**config.mk**
```make
export PLATFORM = sky130hd
export DESIGN_NAME = writeback_scoreboard
export DESIGN_NICKNAME = d
export VERILOG_FILES = /design/src/rtl/writeback_scoreboard_pkg.sv /design/src/rtl/writeback_scoreboard_ring.sv /design/src/rtl/writeback_scoreboard.sv
export SDC_FILE = /design/constraint.sdc
export NUM_CORES = 2
export LEC_CHECK = 0
export BUFFER_PORTS_ARGS = -buffer_cell sky130_fd_sc_hd__buf_2
export CAP_MARGIN = 20
export CORE_ASPECT_RATIO = 1.75
export CORE_MARGIN = 2
export CORE_UTILIZATION = 39
export DETAILED_ROUTE_END_ITERATION = 12
export SLEW_MARGIN = 20
export SYNTH_ARGS = -nofsm -noshare
export SYNTH_HDL_FRONTEND = slang
export SYNTH_SLANG_ARGS = --single-unit
```
**constraint.sdc**
```tcl
create_clock -name clk -period 5.4 [get_ports clk]
set_input_delay 0.27 -clock clk [delete_from_list [all_inputs] [get_ports clk]]
set_output_delay 0.27 -clock clk [all_outputs]
set_load 0.02 [all_outputs]
```
**src/rtl/writeback_scoreboard_pkg.sv**
```systemverilog
// writeback_scoreboard_pkg: shared writeback classes, register ids and slot format
package writeback_scoreboard_pkg;
  localparam int SLOTS = 32;
  localparam int NREG = 64;
  localparam logic [1:0] RW_NONE = 2'b00;
  localparam logic [1:0] RW_GPR = 2'b01;
  localparam logic [1:0] RW_FPR = 2'b10;
  typedef logic [5:0] regid_t;
  typedef struct packed {
    logic valid;
    logic [1:0] rw;
    logic [4:0] rd;
  } wb_slot_t;
endpackage

```
**src/rtl/writeback_scoreboard_ring.sv**
```systemverilog
// wb_slot_ring: circular writeback reservation ring indexed by a free-running head
module wb_slot_ring
  import writeback_scoreboard_pkg::*;
(
  input  logic clk,
  input  logic rst,
  input  logic reserve_en,
  input  logic [4:0] reserve_idx,
  input  wb_slot_t reserve_entry,
  output wb_slot_t head_entry,
  output logic collision,
  output logic [4:0] head
);
  wb_slot_t ring [SLOTS];
  assign head_entry = ring[head];
  assign collision = ring[reserve_idx].valid;
  // Reservations never target head (wait >= 1), so clear and write cannot meet.
  always_ff @(posedge clk) begin
    if (rst) begin
      head <= '0;
      for (int i = 0; i < SLOTS; i++) ring[i] <= '0;
    end else begin
      head <= head + 5'd1;
      ring[head] <= '0;
      if (reserve_en) ring[reserve_idx] <= reserve_entry;
    end
  end
endmodule

```
**src/rtl/writeback_scoreboard.sv**
```systemverilog
// writeback_scoreboard: reserves writeback slots, tracks pending registers, drives regfile writes
module writeback_scoreboard
  import writeback_scoreboard_pkg::*;
(
  input  logic clk,
  input  logic rst,
  input  logic issue_valid,
  input  logic [1:0] issue_rw,
  input  logic [4:0] issue_rd,
  input  logic [4:0] issue_wait,
  input  logic [5:0] src_s,
  input  logic src_s_used,
  input  logic [5:0] src_t,
  input  logic src_t_used,
  output logic stall,
  input  logic res_valid,
  input  logic [31:0] res_data,
  output logic [1:0] rw_out,
  output logic [4:0] rd_out,
  output logic [31:0] d_out,
  output logic err_missing,
  output logic err_orphan
);
  logic [4:0] cnt [NREG];
  logic [4:0] w, head, slot_idx;
  regid_t dest;
  logic has_dest, collision, hazard, accept, hit;
  wb_slot_t head_entry;
  assign w = (issue_wait == 5'd0) ? 5'd1 : issue_wait;
  assign dest = {issue_rw[1], issue_rd};
  assign has_dest = issue_rw != RW_NONE;
  assign slot_idx = head + w;
  assign hazard = (src_s_used && cnt[src_s] != 5'd0) || (src_t_used && cnt[src_t] != 5'd0) ||
                  (has_dest && (cnt[dest] != 5'd0 || collision));
  assign stall = issue_valid && hazard;
  assign accept = issue_valid && !hazard && has_dest;
  assign hit = head_entry.valid && res_valid;
  wb_slot_ring u_ring (
    .clk(clk),
    .rst(rst),
    .reserve_en(accept),
    .reserve_idx(slot_idx),
    .reserve_entry({1'b1, issue_rw, issue_rd}),
    .head_entry(head_entry),
    .collision(collision),
    .head(head)
  );
  // Register id 0 is hardwired zero: its slot is written but it never blocks readers.
  always_ff @(posedge clk) begin
    if (rst) begin
      for (int i = 0; i < NREG; i++) cnt[i] <= '0;
      rw_out <= RW_NONE;
      rd_out <= '0;
      d_out <= '0;
      err_missing <= 1'b0;
      err_orphan <= 1'b0;
    end else begin
      for (int i = 0; i < NREG; i++)
        cnt[i] <= (accept && dest == regid_t'(i) && dest != '0) ? w :
                  (cnt[i] != 5'd0) ? cnt[i] - 5'd1 : 5'd0;
      rw_out <= hit ? head_entry.rw : RW_NONE;
      rd_out <= hit ? head_entry.rd : rd_out;
      d_out <= hit ? res_data : d_out;
      err_missing <= err_missing | (head_entry.valid && !res_valid);
      err_orphan <= err_orphan | (!head_entry.valid && res_valid);
    end
  end
endmodule

```
==> Yosys cells after proc, flatten, opt, wreduce, memory -nomap -nowiden <==
Memories as Yosys holds them, arrays and structs flattened. A register that Yosys moved wholly into a read port is not among the register bits.
Cells that the tools add are included.
{ "op_classes": {"n_addsub": 66, "n_mul": 0, "n_div": 0, "magnitude_cmp": 0, "eq_ne": 63, "shift": 0, "mux": 206, "n_bitwise": 67, "reduce_logical": 217} }
{ "op_table": {"columns": ["operator", "count"], "rows": [
  ["5-bit 2-to-1 mux", 196],
  ["5-bit nonzero test", 67],
  ["5-bit by 1-bit subtractor with 5-bit output (second input constant)", 64],
  ["6-bit equality test (second input constant)", 32],
  ["1-bit logical AND", 137],
  ["6-bit by 5-bit equality test with 1-bit output (second input constant)", 16],
  ["1-bit OR", 66],
  ["6-bit by 4-bit equality test with 1-bit output (second input constant)", 8],
  ["6-bit by 3-bit equality test with 1-bit output (second input constant)", 4],
  ["8-bit 2-to-1 mux", 2],
  ["8-bit OR reduction", 2],
  ["6-bit by 2-bit equality test with 1-bit output (second input constant)", 2],
  ["1-bit 2-to-1 mux", 8],
  ["6-bit by 1-bit equality test with 1-bit output (second input constant)", 1],
  ["6-bit logical NOT", 1],
  ["6-bit nonzero test", 1],
  ["5-bit by 1-bit adder with 5-bit output (second input constant)", 1],
  ["5-bit adder", 1],
  ["5-bit logical NOT", 1],
  ["1-bit logical NOT", 3],
  ["1-bit logical OR", 3],
  ["2-bit nonzero test", 1],
  ["2-bit OR reduction", 1],
  ["1-bit NOT", 1]
]} }
{ "word_totals": {"register_bits": 46, "latch_bits": 0, "ramBits": 576, "mem_bits_ro": 0, "in_bits": 62, "out_inout_bits": 42, "word_cells": 627, "mem_count": 2} }
{ "memory_table": {"columns": ["name", "words", "width", "read_ports", "rd_ports_with_merged_regs", "write_ports", "line", "rtl"], "rows": [
  ["cnt", 64, 5, 67, 0, 64, "writeback_scoreboard.sv:24", "logic [4:0] cnt [NREG];"],
  ["u_ring.ring", 32, 8, 2, 1, 32, "writeback_scoreboard_ring.sv:14", "wb_slot_t ring [SLOTS];"]
]} }

==> Depth between registers and ports, before layout <==
An unclocked memory read counts as a cell.
{ "logic_depth": {"ltp_word": 15, "depth_mapped": 18, "mapped_depth_nobuf": 14} }

==> By module <==
A second synthesis with hierarchy kept.
{ "unflattened": {"cells_unflattened": 3616, "area_unflattened_um2": 33998.9} }
{ "modules_own_cells": {"columns": ["module", "n_inst", "cells_per_inst", "area_each_um2", "seq_area_each_um2"], "rows": [
  ["writeback_scoreboard", 1, 2654, 21182.8, 7226.9],
  ["wb_slot_ring", 1, 962, 12816.0, 7787.5]
]} }

==> Worst setup path before layout <==
No wires, ideal clock.
{ "synth_path": {"path_kind": "input-to-reg", "start": "input issue_wait[2]", "end": "memory u_ring.ring[23][0] (netlist name), enable pin", "setup_time_ns": 0.328, "arrival_ns": 3.551, "required_ns": 5.072, "path_slack_ns": 1.520, "cell_stages": 16, "path_buffers": 4, "cell_sequence": "nor4_1 -> nor2_1 -> inv_1 -> ha_1 -> fa_1 -> buf_1 -> mux4_2 -> mux2i_1 -> a221oi_1 -> nand2_1 -> nand4_1 -> buf_6 -> buf_6 -> buf_2 -> nor3_1 -> nand2b_1"} }
{ "synth_lines": {"columns": ["item", "line", "rtl"], "rows": [
  ["from (decl)", "writeback_scoreboard.sv:10", "input logic [4:0] issue_wait,"],
  ["to (decl)", "writeback_scoreboard_ring.sv:14", null]
]} }

==> impl_metrics.py <==
metrics = {
    "run_status": {
        "outcome": "finished clean",
    },
    "logic_synthesis": {
        "syn_inst": 3419,
        "ys_top_cells_by_area": "dfxtp_1 (24%), edfxtp_1 (20%), mux4_2 (7.3%), nor2_1 (4.6%), nor4_1 (3.3%)",
        "syn_nets": 3554,
        "ys_types": 70,
        "synth_seq_cells": 622,
        "synth_top_area_cell": "dfxtp_1",
        "synth_area_per_cell_um2": 9.70,
        "yosysSeqAreaShare": 0.443,
        "synth_area_um2": 33200,
        "synth_top_area_frac": 0.240,
        "synth_ff_type": "dfxtp_1",
        "async_flop_share": 0,
        "ys_top_cells_by_count": "nor2_1 (407), dfxtp_1 (398), edfxtp_1 (224), o21ai_0 (198), nand2_1 (196)",
        "yosysMostFrequentCell": "nor2_1",
        "synth_edf_count": 224,
        "ys_warn_count": 0,
    },
    "global_route": {
        "gr-usage-all-layers": 0.287,
        "grt_antenna_before_repair": 6,
        "grt_pass1_vias": 28800,
        "grt-ovfl-total": 0,
        "grt_max_degree": 79,
        "grt_pass1_wl_mm": 186,
    },
    "floorplan": {
        "pin_count": 104,
        "initial_core_util": 0.393,
        "core.rowCount": 141,
        "dieHeight_um": 390,
        "core_area_um2": 84300,
        "die_x_um": 224,
        "dieArea_um2": 87500,
    },
    "worst_setup_path": {
        "slowest_stage": "o21ai_0",
        "max_stage_delay_ns": 0.92,
        "cp-end-kind": "primary output",
        "required_ns": 5.13,
        "worstSetupStartpointType": "register",
        "critPathArrivalTime_ns": 4.65,
        "crit_family": "compound AO/OA/AOI/OAI gates",
        "worstPathCellList": "nor3_1 -> a21oi_1 -> o21ai_0 -> o311ai_0 -> o211ai_1 -> or4_1 -> nand4_1 -> buf_4 -> buf_12 -> and2_1 -> buf_2",
        "critPathKind": "register to primary output",
        "crit_buf_inv": 3,
        "path_max_fanout": 65,
    },
    "finish": {
        "drive_gt1_frac": 0.170,
        "syn_to_final_growth_pct": 13.1,
        "fill_cells": 8170,
        "nNetsFinal": 3641,
        "fin_util": 0.445,
        "postLayoutCellArea_um2": 37500,
    },
    "power_and_ir_drop": {
        "seq_power_share": 0.385,
        "p_total_mw": 17.5,
        "switching_power_mw": 6.50,
        "swShare": 0.371,
        "p_int_mw": 11.0,
        "clkPwrFrac": 0.250,
        "cellPowerDensity_nw_per_um2": 467,
        "p_comb_frac": 0.365,
        "p_leak_nw": 14.1,
        "irDropWorstVdd_uv": 285,
    },
    "clocking": {
        "cts.htree.levels": 2,
        "clk_pin_slew_ns": 0.06,
        "clock_sinks": 622,
        "root_buffer": "clkbuf_16",
        "cts_buffers": 61,
        "cts_setup_buffers": 0,
        "clock_path_buffers": 3,
        "clk_latency_ns": 0.67,
        "cts_tree": "done",
    },
    "place": {
        "port_buffers": 103,
        "gp_congestion": 1.06,
        "post_dp_cell_area_um2": 35200,
        "dp_slack_ns": 0.712,
        "place_hpwl_mm": 90.2,
    },
    "sta": {
        "fin_skew_ns": 0.0448,
        "tightest_slew_ns": 1.17,
        "period_minus_slack_ns": 4.92,
        "slew_headroom": 0.212,
        "timing.setup.tns_ns": 0,
        "hold_viol": 0,
        "fmax_ghz": 0.203,
        "setup_ws_ns": 0.475,
        "post-route-period-util": 0.912,
        "grt_setup_unrepaired": "no",
        "finalSetupViolations": 0,
        "drv_slew": 0,
    },
    "worst_hold_path": {
        "hp-class": "input port to register",
    },
    "detailed_routing": {
        "num_vias": 28600,
        "final_antenna_net_count": 0,
        "routed_wl_mm": 127,
        "drc_errors": 0,
        "first_pass_iters": 8,
        "vias_per_cell": 6.17,
        "first_iter_violations": 2616,
        "wire_per_inst_um": 27.3,
    },
    "run": {
        "maxCapViolCount": 0,
    },
}
==> layer usage <==
metal  up-vias  wire, um  GRT usage
met5         -        46          0
met4         6     15300      0.290
met3       571      8990     0.0543
met2      1396     61300      0.496
met1     13800     41000      0.281
li1      12800         -          -
==> power by group through the flow <==
stage          Combinational, mW  Sequential, mW  Clock [mW]
2_1_floorplan               4.85            6.47           0
3_3_place_gp                6.17            6.80           0
3_5_place_dp                6.27            6.81           0
4_1_cts                     6.32            6.71        4.42
5_1_grt                     7.06            6.86        4.59
6_report                    6.39            6.74        4.37
==> cells by family after synthesis <==
family / synth area share
AO/OA/AOI/OAI: 0.119
XOR/XNOR: 0.0288
adder cells (fa/ha/maj): 0.0278
buffers and inverters: 0.0479
flip-flops: 0.443
multiplexers: 0.133
AND/OR/NAND/NOR: 0.200
==> worst reg2reg max path, cell delays in order, from the launching register on <==
cell	delay, ns
dfxtp_1	0.35
nor3_1	0.38
a21oi_1	0.15
o21ai_0	0.92
o311ai_0	0.47
o211ai_1	0.52
or4_1	0.33
nand4_1	0.10
buf_4	0.19
buf_12	0.18
nor3_1	0.34
nand2b_1	0.38
==> metrics by stage <==
stage,std cells,hold slack [ns]
final,4634,0.142
after floorplan,3419,0.414
after global routing,4632,0.145
after detailed placement,4482,0.447
after global placement,4482,0.445
after CTS,4631,0.121
==> cells in the final DEF (no fill, tap or decap), types with 16 or more instances in the layout <==
master	n
nor2_1	406
dfxtp_1	396
edfxtp_1	224
o21ai_0	198
nand2_1	194
nor4_1	176
nor3_1	167
inv_1	147
buf_4	123
mux4_2	107
xnor2_1	102
buf_2	102
and2_1	101
nand3_1	100
mux2_2	85
o31ai_1	75
ha_1	72
o22ai_1	68
a21oi_1	64
clkbuf_16	61
mux2i_1	49
nand2b_1	46
mux2_4	38
a21o_1	35
or3_1	33
dlygate4sd3_1	33
a22oi_1	32
a211oi_1	22
nor2b_1	22
o31a_1	17
nand4_1	16
a221oi_1	16
==> what timing repair did <==
action | CTS | global route
hold buffers | 33 | 0
resized for setup | 0 | 0
endpoints found under the hold margin | 34 | 0
==> path summary, 6_finish.rpt <==
| path | startpoint | end | slack (ns) | depth (start not counted) |
|---|---|---|---|---|
| min reg2reg | rd_out[3]$_SDFFE_PP0P_ | rd_out[3]$_SDFFE_PP0P_ | 0.45 | 2 |
| max reg2reg | cnt[15][0]$_SDFF_PP0_ | u_ring.ring[1][4]$_SDFFCE_PN0P_ | 0.75 | 11 |
| max | cnt[15][0]$_SDFF_PP0_ | stall | 0.48 | 11 |
| min | rst | cnt[26][2]$_SDFF_PP0_ | 0.14 | 2 |
==> sequential cells by signal, summed over array words and instances, names as in the netlist <==
name,flops
u_ring.ring,256
rd_out,5
d_out,32
rw_out,2
u_ring.head,5
cnt,320
err_orphan,1
err_missing,1
==> cell type report <==
class,instances,area (um^2),area share
inverter,150,566,0.0151
multi-input combinational,2404,16900,0.451
timing repair buffer,267,1940,0.0518
tap,1072,1340,0.0358
antenna,3,7.51,0.000200
sequential,622,14700,0.392
clock buffer,83,1730,0.0461
clock inverter,33,293,0.00781
No activity file was read; power rests on OpenSTA's default activity.
